File: src/rtl/multi_cycle_controller_pkg.sv
`default_nettype none
// ============================================================================
// Module   : multi_cycle_controller_pkg
// Purpose  : Shared types and tables for the multi-cycle controller: FSM
//            state encoding, instruction class codes, DP cmd -> ALUControl
//            mapping and branch condition codes.
// Revision : 1.0  initial release
// ============================================================================
package multi_cycle_controller_pkg;

  // FSM states; the numeric encoding is visible on state_o for debug
  typedef enum logic [3:0] {
    FETCH  = 4'd0,
    DECODE = 4'd1,
    MEMADR = 4'd2,
    MEMRD  = 4'd3,
    MEMWB  = 4'd4,
    MEMWR  = 4'd5,
    EXECR  = 4'd6,
    EXECI  = 4'd7,
    ALUWB  = 4'd8,
    BRANCH = 4'd9
  } state_t;

  // Instruction class, Instr[15:14]
  localparam logic [1:0] CLASS_DPREG  = 2'b00;
  localparam logic [1:0] CLASS_DPIMM  = 2'b01;
  localparam logic [1:0] CLASS_MEM    = 2'b10;
  localparam logic [1:0] CLASS_BRANCH = 2'b11;

  // CMP only updates flags, so ALUWB must not write the register file
  localparam logic [2:0] CMD_CMP = 3'b100;

  // ALU operation codes
  localparam logic [3:0] ALU_AND = 4'b0000;
  localparam logic [3:0] ALU_SUB = 4'b0010;
  localparam logic [3:0] ALU_ADD = 4'b0100;
  localparam logic [3:0] ALU_ORR = 4'b1100;
  localparam logic [3:0] ALU_MOV = 4'b1101;
  localparam logic [3:0] ALU_EOR = 4'b0001;
  localparam logic [3:0] ALU_BIC = 4'b1110;

  // Branch condition codes, Instr[11:8]; unlisted codes are never taken
  localparam logic [3:0] COND_EQ = 4'b0000;
  localparam logic [3:0] COND_NE = 4'b0001;
  localparam logic [3:0] COND_CS = 4'b0010;
  localparam logic [3:0] COND_CC = 4'b0011;
  localparam logic [3:0] COND_MI = 4'b0100;
  localparam logic [3:0] COND_PL = 4'b0101;
  localparam logic [3:0] COND_VS = 4'b0110;
  localparam logic [3:0] COND_VC = 4'b0111;
  localparam logic [3:0] COND_AL = 4'b1110;

  // DP cmd (Instr[13:11]) to ALUControl; CMP reuses the SUB operation
  function automatic logic [3:0] alu_ctrl(input logic [2:0] cmd);
    logic [3:0] ctl;
    case (cmd)
      3'b000:  ctl = ALU_AND;
      3'b001:  ctl = ALU_SUB;
      3'b010:  ctl = ALU_ADD;
      3'b011:  ctl = ALU_ORR;
      3'b100:  ctl = ALU_SUB;
      3'b101:  ctl = ALU_MOV;
      3'b110:  ctl = ALU_EOR;
      default: ctl = ALU_BIC;
    endcase
    return ctl;
  endfunction

endpackage
`default_nettype wire

File: src/rtl/multi_cycle_controller_cond_check.sv
`default_nettype none
// ============================================================================
// Module   : cond_check
// Purpose  : Evaluates a 4-bit branch condition against stored {N,Z,C,V}.
// Revision : 1.0  initial release
// ============================================================================
module cond_check
  import multi_cycle_controller_pkg::*;
(
  input  logic [3:0] cond,
  input  logic [3:0] flags,
  output logic       CondEx
);

  logic n, z, c, v;
  assign {n, z, c, v} = flags;

  // Condition decode; any code not in the table evaluates false
  always_comb begin
    CondEx = 1'b0;
    case (cond)
      COND_EQ: CondEx = z;
      COND_NE: CondEx = ~z;
      COND_CS: CondEx = c;
      COND_CC: CondEx = ~c;
      COND_MI: CondEx = n;
      COND_PL: CondEx = ~n;
      COND_VS: CondEx = v;
      COND_VC: CondEx = ~v;
      COND_AL: CondEx = 1'b1;
      default: CondEx = 1'b0;
    endcase
  end

endmodule
`default_nettype wire

File: src/rtl/multi_cycle_controller.sv
`default_nettype none
// ============================================================================
// Module   : multi_cycle_controller
// Purpose  : Moore FSM sequencing a multi-cycle datapath through fetch,
//            decode, memory, data-processing and branch steps.
// Revision : 1.0  initial release
// ============================================================================
module multi_cycle_controller
  import multi_cycle_controller_pkg::*;
(
  input  logic        clk,
  input  logic        rst,
  input  logic [15:0] Instr,
  input  logic [3:0]  ALUFlags,
  output logic        PCWrite,
  output logic        MemWrite,
  output logic        IRWrite,
  output logic        RegWrite,
  output logic        ImmSrc,
  output logic        ALUSrcA,
  output logic [1:0]  AdrSrc,
  output logic [1:0]  ALUSrcB,
  output logic [3:0]  ALUControl,
  output logic [2:0]  RegSrc,
  output logic [1:0]  ResultSrc,
  output logic [3:0]  state_o
);

  state_t     state, state_next;
  logic [3:0] flags;
  logic       cond_ex;

  // Raw enables before reset gating
  logic pc_we, mem_we, ir_we, reg_we;

  logic [1:0] iclass;
  logic [2:0] cmd;
  logic       is_load_or_link;
  logic [3:0] cond;

  assign iclass          = Instr[15:14];
  assign is_load_or_link = Instr[13];
  assign cmd             = Instr[13:11];
  assign cond            = Instr[11:8];

  // Low instruction bits carry operands/immediates for the datapath only
  logic unused_instr_bits;
  assign unused_instr_bits = ^Instr[7:0];

  cond_check u_cond_check (
    .cond   (cond),
    .flags  (flags),
    .CondEx (cond_ex)
  );

  // State register
  always_ff @(posedge clk or posedge rst) begin
    if (rst) state <= FETCH;
    else     state <= state_next;
  end

  // Flag register captures ALU flags only on the EXEC -> ALUWB edge
  always_ff @(posedge clk or posedge rst) begin
    if (rst)                                flags <= 4'b0000;
    else if (state == EXECR || state == EXECI) flags <= ALUFlags;
  end

  // Next-state and state-decoded outputs
  always_comb begin
    state_next = FETCH;
    pc_we      = 1'b0;
    mem_we     = 1'b0;
    ir_we      = 1'b0;
    reg_we     = 1'b0;
    ImmSrc     = 1'b0;
    ALUSrcA    = 1'b0;
    AdrSrc     = 2'b00;
    ALUSrcB    = 2'b00;
    ALUControl = 4'b0000;
    RegSrc     = 3'b000;
    ResultSrc  = 2'b00;
    case (state)
      FETCH: begin
        ir_we      = 1'b1;
        pc_we      = 1'b1;
        ALUSrcA    = 1'b1;
        ALUSrcB    = 2'b10;
        ALUControl = ALU_ADD;
        ResultSrc  = 2'b10;
        state_next = DECODE;
      end
      DECODE: begin
        case (iclass)
          CLASS_DPREG: state_next = EXECR;
          CLASS_DPIMM: state_next = EXECI;
          CLASS_MEM:   state_next = MEMADR;
          default:     state_next = BRANCH;
        endcase
      end
      MEMADR: begin
        ALUSrcB    = 2'b01;
        ALUControl = ALU_ADD;
        state_next = is_load_or_link ? MEMRD : MEMWR;
      end
      MEMRD: begin
        AdrSrc     = 2'b01;
        state_next = MEMWB;
      end
      MEMWB: begin
        reg_we     = 1'b1;
        ResultSrc  = 2'b01;
        state_next = FETCH;
      end
      MEMWR: begin
        mem_we     = 1'b1;
        AdrSrc     = 2'b01;
        state_next = FETCH;
      end
      EXECR: begin
        ALUControl = alu_ctrl(cmd);
        state_next = ALUWB;
      end
      EXECI: begin
        ALUSrcB    = 2'b01;
        ImmSrc     = 1'b1;
        ALUControl = alu_ctrl(cmd);
        state_next = ALUWB;
      end
      ALUWB: begin
        reg_we     = (cmd != CMD_CMP);
        state_next = FETCH;
      end
      BRANCH: begin
        if (cond_ex) begin
          pc_we      = 1'b1;
          ALUSrcA    = 1'b1;
          ALUSrcB    = 2'b01;
          ALUControl = ALU_ADD;
          ResultSrc  = 2'b10;
          if (is_load_or_link) begin
            reg_we    = 1'b1;
            RegSrc[0] = 1'b1;
          end
        end
        state_next = FETCH;
      end
      default: state_next = FETCH;
    endcase
  end

  // Enables are forced low for as long as reset is held
  assign PCWrite  = pc_we  & ~rst;
  assign MemWrite = mem_we & ~rst;
  assign IRWrite  = ir_we  & ~rst;
  assign RegWrite = reg_we & ~rst;
  assign state_o  = state;

endmodule
`default_nettype wire

File: config.mk
export PLATFORM = sky130hd
export DESIGN_NAME = multi_cycle_controller
export DESIGN_NICKNAME = d
export VERILOG_FILES = /design/src/rtl/multi_cycle_controller_pkg.sv /design/src/rtl/multi_cycle_controller_cond_check.sv /design/src/rtl/multi_cycle_controller.sv
export SDC_FILE = /design/constraint.sdc
export NUM_CORES = 1
export LEC_CHECK = 0
export BUFFER_PORTS_ARGS = -buffer_cell sky130_fd_sc_hd__buf_4
export CAP_MARGIN = 40
export CORE_ASPECT_RATIO = 1.4
export CORE_MARGIN = 2
export CORE_UTILIZATION = 30
export DETAILED_ROUTE_END_ITERATION = 8
export SKIP_CTS_REPAIR_TIMING = 1
export SLEW_MARGIN = 25
export SYNTH_ARGS = -nofsm -noshare
export SYNTH_HDL_FRONTEND = slang
export SYNTH_SLANG_ARGS = --single-unit
File: constraint.sdc
create_clock -name clk -period 2.65 [get_ports clk]
set_input_delay 0.3975 -clock clk [delete_from_list [all_inputs] [get_ports clk]]
set_output_delay 0.3975 -clock clk [all_outputs]
set_load 0.05 [all_outputs]
==> key figures <==
Layout
  – Share of cells above drive strength 1: 0.4224
  – Design area: 998.5 µm²
  – Fill cell count: 231
  – Nets: 140
  – Area Overhead vs Synth: 42.25%
  – Antenna Cells: 0

Critical path
  – Crit-path max FO: 7
  – CP required: 2250 ps
  – Startpoint Class: register
  – Critical path class: register to output port
  – WP data arrival: 1810 ps
  – Worst Setup SP: state_o[0]
  – R2r startpoint: state_o[3]
  – Reg2Reg Setup Slack: 1210 ps
  – FF-to-FF End: flags[3]
  – Critical Path Sink Type: output port
  – Cell count of the worst reg-to-reg path: 3

Synth
  – Area of the mapped netlist: 701.9 µm²
  – Post-synth cell types: 33
  – Yosys top cell area share: 0.2852
  – Synth area leader: dfrtp_1
  – Synth Warn #: 0
  – Cells after synthesis: 82
  – Mean Syn Cell Area: 8.560 µm²
  – Register area share after synthesis: 0.2852
  – Yosys reg bits: 8
  – Synth area leaders: dfrtp_1, nor3_1, mux2_1

Global routing
  – Largest net degree at the start of global routing: 14
  – Number of global-route vias before repair: 623
  – First-pass GRT wire length: 2.677 mm
  – Total gr overflow: 0
  – GRT Total Usage: 0.1339
  – Initial antenna violation count: 0

Job
  – Max-cap violations: 0

STA
  – Slew Viols, Final: 0
  – Final Hold Fails: 0
  – Setup TNS: 0 ps
  – Fin crit period: 2203 ps
  – RSZ-0062 raised after global routing: no
  – Final setup viols: 0
  – Hold_ws: 151.4 ps
  – Tcrit/Tclk final: 0.8313
  – Worst clock skew: 0.2002 ps
  – Worst setup slack after layout: 447.1 ps
  – Maximum achievable frequency: 454.0 MHz

Pwr
  – Leakage: 0.4697 nW
  – Power density cells: 1253 nW/µm²
  – Tot Pwr: 1.251 mW
  – Max VDD drop: 0.5590 mV

Placement
  – Place WS: 570.7 ps
  – PortBufs: 33
  – DP HPWL: 1.404 mm
  – Final GP Congestion: 0.7729
  – Placement Cell Area: 975.9 µm²

Drt
  – Drc violations: 0
  – Via-to-Cell Ratio: 5.217
  – DRT Pass-1 Iters: 4
  – Vias: 720
  – Final ANT Viol Nets: 0
  – Avg WL per Cell: 12.05 µm
  – Drt total wl: 1.663 mm
  – Initial DRC Count: 7

Clock network
  – CTS Buf Count: 3
  – Clk sink count: 8
  – Clock buffer depth: 2
  – Worst-Skew Late Latency: 240 ps
  – H-tree depth: 1
  – CTS Root Cell: clkbuf_4
  – Clock transition at path regs: 50 ps
  – CTS tree: yes

Floorplanning
  – Die width: 44.88 µm
  – Total die area: 2748 µm²
  – Die H: 61.23 µm
  – Row Count: 20
  – IO Pins: 45
  – Core area: 2202 µm²
  – Initial core utilization: 0.3187

Outcome
  – Status: complete, no violations

Hold path
  – Min-Delay Path Class: input port to asynchronous set/reset pin
==> state kept, by name, indices dropped and copies added, names as in the netlist <==
name,count
flags,4
state_o,4
==> placed cells by master, fill, tap and decap left out, drive strengths merged <==
master  count
a21oi       8
a22oi       1
a31oi       3
buf        36
clkbuf      3
conb        3
dfrtp       8
inv         6
mux2        5
mux2i       2
nand2       3
nand2b      3
nand3b      1
nand4       1
nor2        8
nor3       10
nor4        1
nor4b       1
o211ai      1
o21ai       4
o31ai       2
or4         1
xnor2       4
xor2        1
==> final cells by class <==
class                   instances  area (µm²)  area share
well taps                      22       27.53     0.02757
clock buffers                   3       22.52     0.02256
inverters                       6       22.52     0.02256
multi-input cells              63       455.4      0.4561
flip-flops and latches          8       200.2      0.2005
repair buffers                 36       270.3      0.2707
==> cell families (layout without fill, tap and decap cells) <==
kind of cell | Yosys count | after routing | share of synthesized area
AND/OR/NAND/NOR | 29 | 29 | 0.2442
AO/OA/AOI/OAI | 19 | 19 | 0.1961
buffers and inverters | 13 | 45 | 0.09803
flip-flops | 8 | 8 | 0.2852
multiplexers | 7 | 7 | 0.1087
XOR/XNOR | 5 | 5 | 0.06239
other | 1 | 3 | 0.005342
==> layer usage <==
metal / vias to the layer above / share of wire / wire length (µm) / GRT usage
met5: - / 0 / 0 / 0
met4: 0 / 0.023 / 38 / 0.09664
met3: 4 / 0.046 / 76 / 0.01173
met2: 16 / 0.53 / 889 / 0.2257
met1: 344 / 0.40 / 658 / 0.1573
li1: 356 / - / - / -
==> cell usage after synthesis <==
cell / instances
a21oi_1: 8
a22oi_1: 1
a31oi_1: 2
a31oi_4: 1
buf_2: 1
buf_4: 3
buf_6: 1
clkbuf_1: 2
conb_1: 1
dfrtp_1: 8
inv_1: 5
inv_2: 1
mux2_1: 4
mux2_2: 1
mux2i_1: 2
nand2_1: 3
nand2b_1: 2
nand2b_4: 1
nand3b_1: 1
nand4_1: 1
nor2_1: 7
nor2_2: 1
nor3_1: 10
nor4_1: 1
nor4b_4: 1
o211ai_1: 1
o21ai_0: 2
o21ai_1: 2
o31ai_1: 1
o31ai_4: 1
or4_1: 1
xnor2_1: 4
xor2_1: 1
==> where the power goes <==
part | switching (mW) | internal (mW)
Combinational | 0.642 | 0.299
Sequential | 0.0448 | 0.179
Clock | 0.0360 | 0.0515
Total | 0.723 | 0.529
==> metrics by stage <==
step,util,cells
after floorplan,-,84
after global placement,0.4432,135
after detailed placement,0.4432,135
after CTS,0.4534,138
after global routing,0.4534,138
final,0.4534,138
==> worst max-delay path by stage <==
stage	end	slack [ps]	cells past startpoint
floorplan	ALUSrcB[0]	40	3
global placement	ALUSrcB[0]	600	7
detailed placement	RegWrite	570	7
CTS	RegWrite	420	6
global route	RegWrite	280	6
finish	RegWrite	450	6
==> worst max-delay path: stages (launching register included) <==
cell and delay [ps]:
dfrtp_1 490, nand2b_4 110, nor2_2 180, nor4b_4 270
a31oi_4 100, o31ai_4 190, buf_4 220
Note: power is estimated with default switching activity, not from simulation.
